[config.mk]
export PLATFORM = sky130hd
export DESIGN_NAME = uint64_scan
export DESIGN_NICKNAME = d
export VERILOG_FILES = /design/src/rtl/uint64_scan_pkg.sv /design/src/rtl/uint64_scan_sync2.sv /design/src/rtl/uint64_scan.sv
export SDC_FILE = /design/constraint.sdc
export NUM_CORES = 1
export LEC_CHECK = 0
export CELL_PAD_IN_SITES_DETAIL_PLACEMENT = 0
export CELL_PAD_IN_SITES_GLOBAL_PLACEMENT = 2
export CORE_ASPECT_RATIO = 2
export CORE_MARGIN = 2
export CORE_UTILIZATION = 34
export DETAILED_ROUTE_END_ITERATION = 12
export GPL_ROUTABILITY_DRIVEN = 0
export PLACE_DENSITY = 0.79
export SYNTH_ARGS = -nofsm -noshare
export SYNTH_HDL_FRONTEND = slang
export SYNTH_SLANG_ARGS = --single-unit
[constraint.sdc]
create_clock -name clock -period 16.1 [get_ports clock]
set_input_delay 3.22 -clock clock [delete_from_list [all_inputs] [get_ports clock]]
set_output_delay 3.22 -clock clock [all_outputs]
set_load 0.05 [all_outputs]
[src/rtl/uint64_scan_pkg.sv]
// Shared types and helpers for the 8x8 matrix scanner.
// Frame layout: row r occupies data[8r+7:8r].
package uint64_scan_pkg;

  localparam int ROWS = 8;
  localparam int COLS = 8;

  typedef enum logic [1:0] {
    IDLE,
    DRIVE,
    PUBLISH
  } state_t;

  function automatic logic [ROWS-1:0] row_onehot(
    input logic [2:0] idx
  );
    logic [ROWS-1:0] r;
    r = '0;
    r[idx] = 1'b1;
    return r;
  endfunction

endpackage

[src/rtl/uint64_scan_sync2.sv]
// Two-flop synchroniser for the asynchronous column return lines.
// Both stages reset to zero.
module uint64_scan_sync2 (
  input  logic       clock,
  input  logic       reset,
  input  logic [7:0] d,
  output logic [7:0] q
);

  logic [7:0] meta;

  // Two back-to-back capture stages
  always_ff @(posedge clock or posedge reset) begin
    if (reset) begin
      meta <= '0;
      q    <= '0;
    end else begin
      meta <= d;
      q    <= meta;
    end
  end

endmodule

[src/rtl/uint64_scan.sv]
// 8x8 matrix reader: one-hot row strobes, synchronised column sampling,
// 64-bit frame publish. Optional frame debounce: UINT64_SCAN_DEBOUNCE_EN.
module uint64_scan
  import uint64_scan_pkg::*;
#(
  parameter int SETTLE          = 4,
  parameter int DEBOUNCE_FRAMES = 3
) (
  input  logic        clock,
  input  logic        reset,
  input  logic        en,
  input  logic [7:0]  column,
  output logic [7:0]  row,
  output logic [63:0] data,
  output logic        valid,
  output logic        changed
);

  localparam int CW = $clog2(SETTLE + 1);

  state_t          state;
  state_t          state_nx;
  logic [2:0]      idx;
  logic [CW-1:0]   cnt;
  logic [63:0]     shadow;
  logic [63:0]     frame;
  logic [7:0]      col_s;
  logic            last;
  logic            pub_go;
  logic            publish;

  uint64_scan_sync2 u_sync (
    .clock (clock),
    .reset (reset),
    .d     (column),
    .q     (col_s)
  );

  assign last   = (state == DRIVE) && (cnt == CW'(SETTLE - 1));
  assign pub_go = en && last && (idx == 3'd7);
  assign row    = (state == IDLE) ? '0 : row_onehot(idx);

  // Shadow with the row currently being sampled merged in
  always_comb begin
    frame = shadow;
    frame[{idx, 3'b000} +: 8] = col_s;
  end

  // Next-state logic; a low enable always wins
  always_comb begin
    state_nx = state;
    if (!en) begin
      state_nx = IDLE;
    end else begin
      unique case (state)
        IDLE:    state_nx = DRIVE;
        DRIVE:   if (last && idx == 3'd7) state_nx = PUBLISH;
        PUBLISH: state_nx = DRIVE;
        default: state_nx = IDLE;
      endcase
    end
  end

  // State register
  always_ff @(posedge clock or posedge reset) begin
    if (reset) state <= IDLE;
    else       state <= state_nx;
  end

  // Row index, settle counter and shadow frame
  always_ff @(posedge clock or posedge reset) begin
    if (reset) begin
      idx    <= '0;
      cnt    <= '0;
      shadow <= '0;
    end else if (!en || state == IDLE) begin
      idx <= '0;
      cnt <= '0;
    end else if (state == PUBLISH) begin
      // publish cycle already counts as row 0's first cycle
      cnt <= CW'(1);
    end else if (last) begin
      shadow <= frame;
      cnt    <= '0;
      idx    <= idx + 3'd1;
    end else begin
      cnt <= cnt + 1'b1;
    end
  end

`ifdef UINT64_SCAN_DEBOUNCE_EN
  localparam int MW = $clog2(DEBOUNCE_FRAMES + 1);

  logic [MW-1:0] match;
  logic [MW-1:0] match_nx;
  logic [63:0]   prev;

  // Run length of identical completed frames, saturating
  always_comb begin
    match_nx = match;
    if (match == '0 || frame != prev)
      match_nx = MW'(1);
    else if (match != MW'(DEBOUNCE_FRAMES))
      match_nx = match + 1'b1;
  end

  assign publish = pub_go
                && match_nx == MW'(DEBOUNCE_FRAMES)
                && frame != data;

  // Previous completed frame and match count
  always_ff @(posedge clock or posedge reset) begin
    if (reset) begin
      match <= '0;
      prev  <= '0;
    end else if (!en) begin
      match <= '0;
    end else if (pub_go) begin
      match <= match_nx;
      prev  <= frame;
    end
  end
`else
  assign publish = pub_go;
`endif

  // Output frame register; valid/changed high only in the PUBLISH cycle
  always_ff @(posedge clock or posedge reset) begin
    if (reset) begin
      data    <= '0;
      valid   <= 1'b0;
      changed <= 1'b0;
    end else begin
      valid   <= 1'b0;
      changed <= 1'b0;
      if (publish) begin
        data    <= frame;
        valid   <= 1'b1;
        changed <= (frame != data);
      end
    end
  end

endmodule

---- Word level (Yosys, flattened, before mapping) ----
Cells that the tools add are included.
word-level totals
  bits in registers ....................... 154
  bits in latches ......................... 0
  bits in writable memories ............... 0
  memory bits (read-only) ................. 0
  output and inout port bits .............. 74
  memories ................................ 0
operators by class
  add/sub/neg operators ................... 3
  multipliers ............................. 0
  divide/modulo/power cells ............... 0
  $lt $le $gt $ge ......................... 2
  equal/unequal tests ..................... 7
  shift-type cells ........................ 2
  mux-type cells .......................... 15
  bitwise gates (word level) .............. 2
  reductions and logical operators ........ 12
operators with widths
  operator                  count
  $bwmux W64                1
  $ne A64 B64 Y1            1
  $shift A8 B8 Y64 const A  1
  $shiftx A8 B8 Y64         1
  $mux W3                   6
  $mux W8                   1
  $neg A6 Y8                1
  $add A3 B1 Y3 const B     2
  $logic_and A1 B1 Y1       5
  $lt A3 B4 Y1 const B      1
  $mux W2                   2
  $pmux W2 S2               1
  $demux W1 S3              1
  $eq A3 B2 Y1 const B      1
  $eq A3 B3 Y1 const B      1
  $ge A3 B1 Y1 const B      1
  $mux W1                   3
  $ne A3 B2 Y1 const B      1
  $reduce_and A3 Y1         1
  $eq A2 B1 Y1 const B      1
  $eq A2 B2 Y1 const B      1
  $logic_not A2 Y1          1
  $ne A2 B2 Y1 const B      1
  $not A1 Y1                2
  5 further kinds           5

---- Logic depth before layout (Yosys ltp) ----
  word-level depth ........................ 6
  depth in mapped cells ................... 15
  gate-level depth less buffers ........... 10

---- By module ----
A second synthesis with hierarchy kept.
second synthesis, totals
  cells, all modules ...................... 819
  area, all modules ....................... 7977.7 µm²
modules (own cells, without submodules)
  module             instances  cells an instance  area each (µm²)  seq. area each (µm²)
  uint64_scan        1          802                7573.5           3453.3
  uint64_scan_sync2  1          17                 404.1            400.4

---- Worst setup path after synthesis ----
Ideal clock, no wire load.
  path type ............................... register -> output
  from .................................... register idx[1]
  to ...................................... output row[0]
  data arrival time ....................... 2.037 ns
  required time ........................... 12.880 ns
  slack ................................... 10.843 ns
  stages on the path, launching flop included .. 5
  cell sequence ........................... dfrtp_1 -> buf_4 -> or2_2 -> buf_2 -> nor3_1
on the way
  cells in the longest elaborated chain, start to end .. 5
  elaborated cells on any way between the ends .. 6
  those cells by class .................... order compare (2); mux (3); reduce/logical (1)
ends and longest elaborated chain
  what                                                                       RTL line               RTL
  start, declared                                                            uint64_scan.sv:23      logic [2:0] idx;
  start signal, assigned                                                     uint64_scan.sv:85      idx <= idx + 3'd1;
  $lt A3 B4 Y1 (not written as such) / $ge A3 B1 Y1 (equally long branches)  uint64_scan_pkg.sv:19  r[idx] = 1'b1;
  $logic_and A1 B1 Y1 (not written as such)                                  uint64_scan_pkg.sv:19
  $mux W1 (not written as such)                                              uint64_scan_pkg.sv:19
  $demux W1 S3 *                                                             uint64_scan_pkg.sv:19
  $mux W8 *                                                                  uint64_scan.sv:41      assign row = (state == IDLE) ? '0 : row_onehot(idx);
  end, declared                                                              uint64_scan.sv:13      output logic [7:0] row,
Every way passes the cells marked *; elsewhere a longest branch is shown, timed or not.

---- Worst setup path in the final report ----
  from .................................... input en
  to ...................................... register data[60]
on the way
  cells in the longest elaborated chain, start to end .. 2
ends and longest elaborated chain
  what                               RTL line            RTL
  start, declared                    uint64_scan.sv:11   input logic en,
  $logic_and A1 B1 Y1 (2 in series)  uint64_scan.sv:40   assign pub_go = en && last && (idx == 3'd7);
  end signal, assigned               uint64_scan.sv:137  data <= frame;
  end, declared                      uint64_scan.sv:14   output logic [63:0] data,
No other way between the ends.
A chain may end at the register's enable or synchronous reset.

==> impl_summary.log <==
[metrics] result of the run: finished, final reports clean
[metrics] detailed placement HPWL: roughly 19000 um
[metrics] total grt overflow: 0
[metrics] average cell area after synthesis: around 9.6 sq um
[metrics] total of warnings raised by yosys: 0
[metrics] CTS tree: built
[metrics] fillcell total: 2257
[metrics] area of the die: about 0.024 sq mm
[metrics] chip width: between 100 and 150 um
[metrics] clock insertion delay at the later pin of the skew report: 450 ps
[metrics] reg-to-reg slack, setup: roughly 11000 ps
[metrics] core area: 0.02274 sq mm
[metrics] startpoint kind of the worst setup timing path: input port
[metrics] final cell utilization of the core: a little over two fifths
[metrics] FF-to-FF Start: idx[0]
[metrics] antenna cell count: 0
[metrics] number of library cell types mapped by synthesis: between 60 and 70
[metrics] maximum resistive drop on vdd: between 0.06 and 0.07 mV
[metrics] Syn-to-layout area delta: 20.91%
[metrics] net count reported at finish: between 800 and 900
[metrics] post-detailed-route via-to-cell ratio: 5.483
[metrics] post-synth top area share: between 40% and 50%
[metrics] Crit Reg-Reg Endpoint: changed
[metrics] Avg WL per Cell: between 20 and 25 um
[metrics] global-route wire length before repair: 39670 um
[metrics] number of setup buffers added after CTS: 0
[metrics] Lkg Pwr: between 4 and 5 nW
[metrics] CP Cell Sequence: clkdlybuf4s50_1 -> nand2_1 -> nor3_1 -> and2_4 -> buf_4 -> nor2_1 -> a31oi_1
[metrics] fin crit share: about 36%
[metrics] cell types with the largest area share after synthesis: sky130_fd_sc_hd__dfrtp_1, sky130_fd_sc_hd__mux2_2, sky130_fd_sc_hd__a21oi_1
[metrics] Sink Count: 154
[metrics] post-route design area: around 0.0095 sq mm
[metrics] pin count of the biggest net entering global routing: 96
[metrics] clock root buffer: sky130_fd_sc_hd__clkbuf_16
[metrics] Max stage delay on crit path: between 700 and 800 ps
[metrics] transition time at the pin with the least slew margin: roughly 1000 ps
[metrics] final-report hold violation count: 0
[metrics] setup tns final: 0 ps
[metrics] hold buffer count at CTS: 0
[metrics] antenna violations before repair: 0
[metrics] area of combinational cells with multiple inputs: around 0.0036 sq mm
[metrics] Post-DRT Antenna Nets: 0
[metrics] leading register cell type out of synthesis: sky130_fd_sc_hd__dfrtp_1
[metrics] number of stages on the worst setup path: 7
[metrics] starting density of the core: about a third
[metrics] Critical Path End Type: flop
[metrics] standard cell area after detailed placement: 0.008899 sq mm
[metrics] WP data arrival: just over 6000 ps
[metrics] Max Cap Viol: 0
[metrics] switching power: around 0.2 mW
[metrics] total wire length after detailed routing: between 20000 and 30000 um
[metrics] Slew Limit Fails: 0
[metrics] maximum clock path buffer count: 2
[metrics] overall global routing resource usage: about 22%
[metrics] share of total power in sequential cells: a little under half
[metrics] required time worst endpoint: 16460 ps
[metrics] Tot Pwr: between 0.8 and 0.9 mW
[metrics] Sequential Area: between 0.003 and 0.004 sq mm
[metrics] Pre-antenna DRT Iters: 5
[metrics] Internal Dissipation: roughly 0.66 mW
[metrics] Post-Syn Nets: between 800 and 900
[metrics] Seq/Total Area, Yosys: between 40 and 50%
[metrics] share of async-settable or async-resettable flops after synthesis: 100.0%
[metrics] H-Tree Level Count: 4
[metrics] clock-pin transition on the worst setup and hold timing paths: around 60 ps
[metrics] DRC violations left: 0
[metrics] synthesized cell area: a little under 0.008 sq mm
[metrics] combined buffer and inverter count along the critical path: 2
[metrics] Hold/Removal Path Class: flop to flop
[metrics] floorplan row count: between 70 and 80
[metrics] total clock buffers created by CTS: 17
[metrics] cell area power density: 89.31 mW/mm^2
[metrics] depth of the most critical reg-to-reg path: 10
[metrics] Final min period: roughly 5900 ps
[metrics] slowest cell on the critical path: sky130_fd_sc_hd__buf_4
[metrics] portion of total power attributed to the clock network: 49.8%
[metrics] crit-path leading delay family: simple AND/OR/NAND/NOR gates
[metrics] fraction of power spent switching nets: a little under a quarter
[metrics] library cell with the largest summed area after synthesis: sky130_fd_sc_hd__dfrtp_1
[metrics] startpoint of the worst setup timing path: en
[metrics] via count of the first global-routing pass: about 6.3k
[metrics] termination of the worst setup path: data[60]
[metrics] count of flip-flops with a built-in enable after synthesis: 0
[metrics] number of input and output port buffers inserted: 84
[metrics] share of cells above drive strength 1: around a tenth
[metrics] number of gates given a new drive strength after cts: 0
[metrics] ports placed on the boundary: 85
[metrics] Critical Setup Path Class: input port to flop
[metrics] worst-case headroom to the max-slew limit: 33.34%
[metrics] achievable frequency: 170.9 MHz
[metrics] share of total power in combinational logic: between 3 and 4%
[metrics] Final Setup Violations: 0
[metrics] via total after detailed routing: roughly 6.4k
[metrics] DRC violation total after the first TritonRoute iteration: about 440
[metrics] maximum fanout encountered on the critical timing path: between 80 and 90
[metrics] RSZ-0062 raised after global routing: false
[metrics] worst clock skew: 10.59 ps
[metrics] die extent in y: between 200 and 250 um
[metrics] FF+latch count, synth: approximately 150
[metrics] gate count of the mapped netlist: 823
## layer usage
layer	vias to the layer above	routed length (um)	track usage, %
met4	0	1223	11.15
met3	50	938	3.894
li1	3030	-	-
met1	3194	10080	24.65
met2	169	14280	40.08
met5	-	0	0
## worst register-to-register path, stage by stage, from the launching register on
cell and delay (ps):
sky130_fd_sc_hd__dfrtp_1 700, sky130_fd_sc_hd__inv_1 180, sky130_fd_sc_hd__ha_1 260, sky130_fd_sc_hd__ha_1 590, sky130_fd_sc_hd__and4bb_2 680, sky130_fd_sc_hd__mux2i_1 410, sky130_fd_sc_hd__o22ai_1 200, sky130_fd_sc_hd__nor4_1 880
sky130_fd_sc_hd__and4_1 410, sky130_fd_sc_hd__nand4_1 120, sky130_fd_sc_hd__o31a_1 280
## metrics by stage
| step | setup WS, ps | instances | hold slack, ps |
|---|---|---|---|
| floorplan | 8730 | 823 | 331.2 |
| global placement | 9955 | 1143 | 331.5 |
| detailed placement | 9846 | 1143 | 337.0 |
| CTS | 10280 | 1175 | 350.3 |
| global route | 9965 | 1175 | 356.1 |
| finish | 10250 | 1175 | 347.6 |
## layout by cell type, fill, tap and decap left out, types with 20 or more instances in the layout
master | synthesis | routed
sky130_fd_sc_hd__a21oi_1 | 71 | 71
sky130_fd_sc_hd__nor3_1 | 20 | 20
sky130_fd_sc_hd__o21ai_0 | 50 | 50
sky130_fd_sc_hd__mux2i_1 | 33 | 33
sky130_fd_sc_hd__a31oi_1 | 22 | 22
sky130_fd_sc_hd__dfrtp_1 | 154 | 154
sky130_fd_sc_hd__nand2_1 | 82 | 82
sky130_fd_sc_hd__inv_1 | 36 | 35
sky130_fd_sc_hd__clkdlybuf4s50_1 | 0 | 84
sky130_fd_sc_hd__nor2_1 | 85 | 85
sky130_fd_sc_hd__mux2_2 | 33 | 33
## worst min path at each step
stage | startpoint | to | slack [ps] | depth (start not counted)
after detailed placement | u_sync.meta[6] | u_sync.q[6] | 340 | 0
after CTS | u_sync.meta[5] | u_sync.q[5] | 350 | 0
after global placement | u_sync.meta[0] | u_sync.q[0] | 330 | 0
final | u_sync.meta[5] | u_sync.q[5] | 350 | 0
after floorplan | u_sync.meta[0] | u_sync.q[0] | 330 | 0
after global routing | u_sync.meta[5] | u_sync.q[5] | 360 | 0
## flip-flops by register name (all words and copies together) (netlist names)
register / cells
idx: 3
u_sync.meta: 8
state: 2
valid: 1
data: 64
u_sync.q: 8
shadow: 64
cnt: 3
changed: 1
## synth_stat cells, types with 3 or more instances
library cell                  n
sky130_fd_sc_hd__a21boi_0     6
sky130_fd_sc_hd__a21oi_1     71
sky130_fd_sc_hd__a221oi_1     4
sky130_fd_sc_hd__a222oi_1     3
sky130_fd_sc_hd__a22o_1       6
sky130_fd_sc_hd__a22oi_1      4
sky130_fd_sc_hd__a31oi_1     22
sky130_fd_sc_hd__and2_1       5
sky130_fd_sc_hd__buf_1        3
sky130_fd_sc_hd__buf_2        8
sky130_fd_sc_hd__buf_4        5
sky130_fd_sc_hd__buf_6        3
sky130_fd_sc_hd__clkbuf_1    38
sky130_fd_sc_hd__dfrtp_1    154
sky130_fd_sc_hd__ha_1         6
sky130_fd_sc_hd__inv_1       36
sky130_fd_sc_hd__mux2_2      33
sky130_fd_sc_hd__mux2i_1     33
sky130_fd_sc_hd__nand2_1     82
sky130_fd_sc_hd__nand2b_1     8
sky130_fd_sc_hd__nand3_1      8
sky130_fd_sc_hd__nand3b_1     3
sky130_fd_sc_hd__nand4_1      5
sky130_fd_sc_hd__nor2_1      85
sky130_fd_sc_hd__nor2b_1      7
sky130_fd_sc_hd__nor3_1      20
sky130_fd_sc_hd__nor3b_1      6
sky130_fd_sc_hd__nor4_1       6
sky130_fd_sc_hd__o2111ai_1    5
sky130_fd_sc_hd__o211ai_1     5
sky130_fd_sc_hd__o21ai_0     50
sky130_fd_sc_hd__o221ai_1     7
sky130_fd_sc_hd__o22ai_1     11
sky130_fd_sc_hd__or3_1        5
sky130_fd_sc_hd__xnor2_1     12
sky130_fd_sc_hd__xor2_1      13
## area by class of cell
cell class,instances,area share (%)
repair buffers,97,9.865
clock buffers,21,4.945
well taps,280,3.683
inverters,38,1.552
multi-input cells,574,37.93
flip-flops and latches,154,40.51
clock inverters,11,1.513
## power by group through the flow
stage,clock network (mW),registers (mW),logic [mW]
6_report,0.423,0.394,0.0323
5_1_grt,0.447,0.395,0.0353
4_1_cts,0.430,0.394,0.0330
3_5_place_dp,0,0.402,0.0330
3_3_place_gp,0,0.401,0.0330
2_1_floorplan,0,0.400,0.0190
## cells by family (layout without fill, tap and decap cells)
family,after synthesis,in the layout,synth area share [%]
DFF,154,154,48.98
AOI/OAI and AO/OA,216,216,16.92
and+or+nand+nor,261,261,16.25
buffers and inverters,95,167,5.185
adders and majority gates,6,6,0.9542
muxes,66,66,8.922
xor gates and xnor gates,25,25,2.783
(Power assumes the default switching activity.)
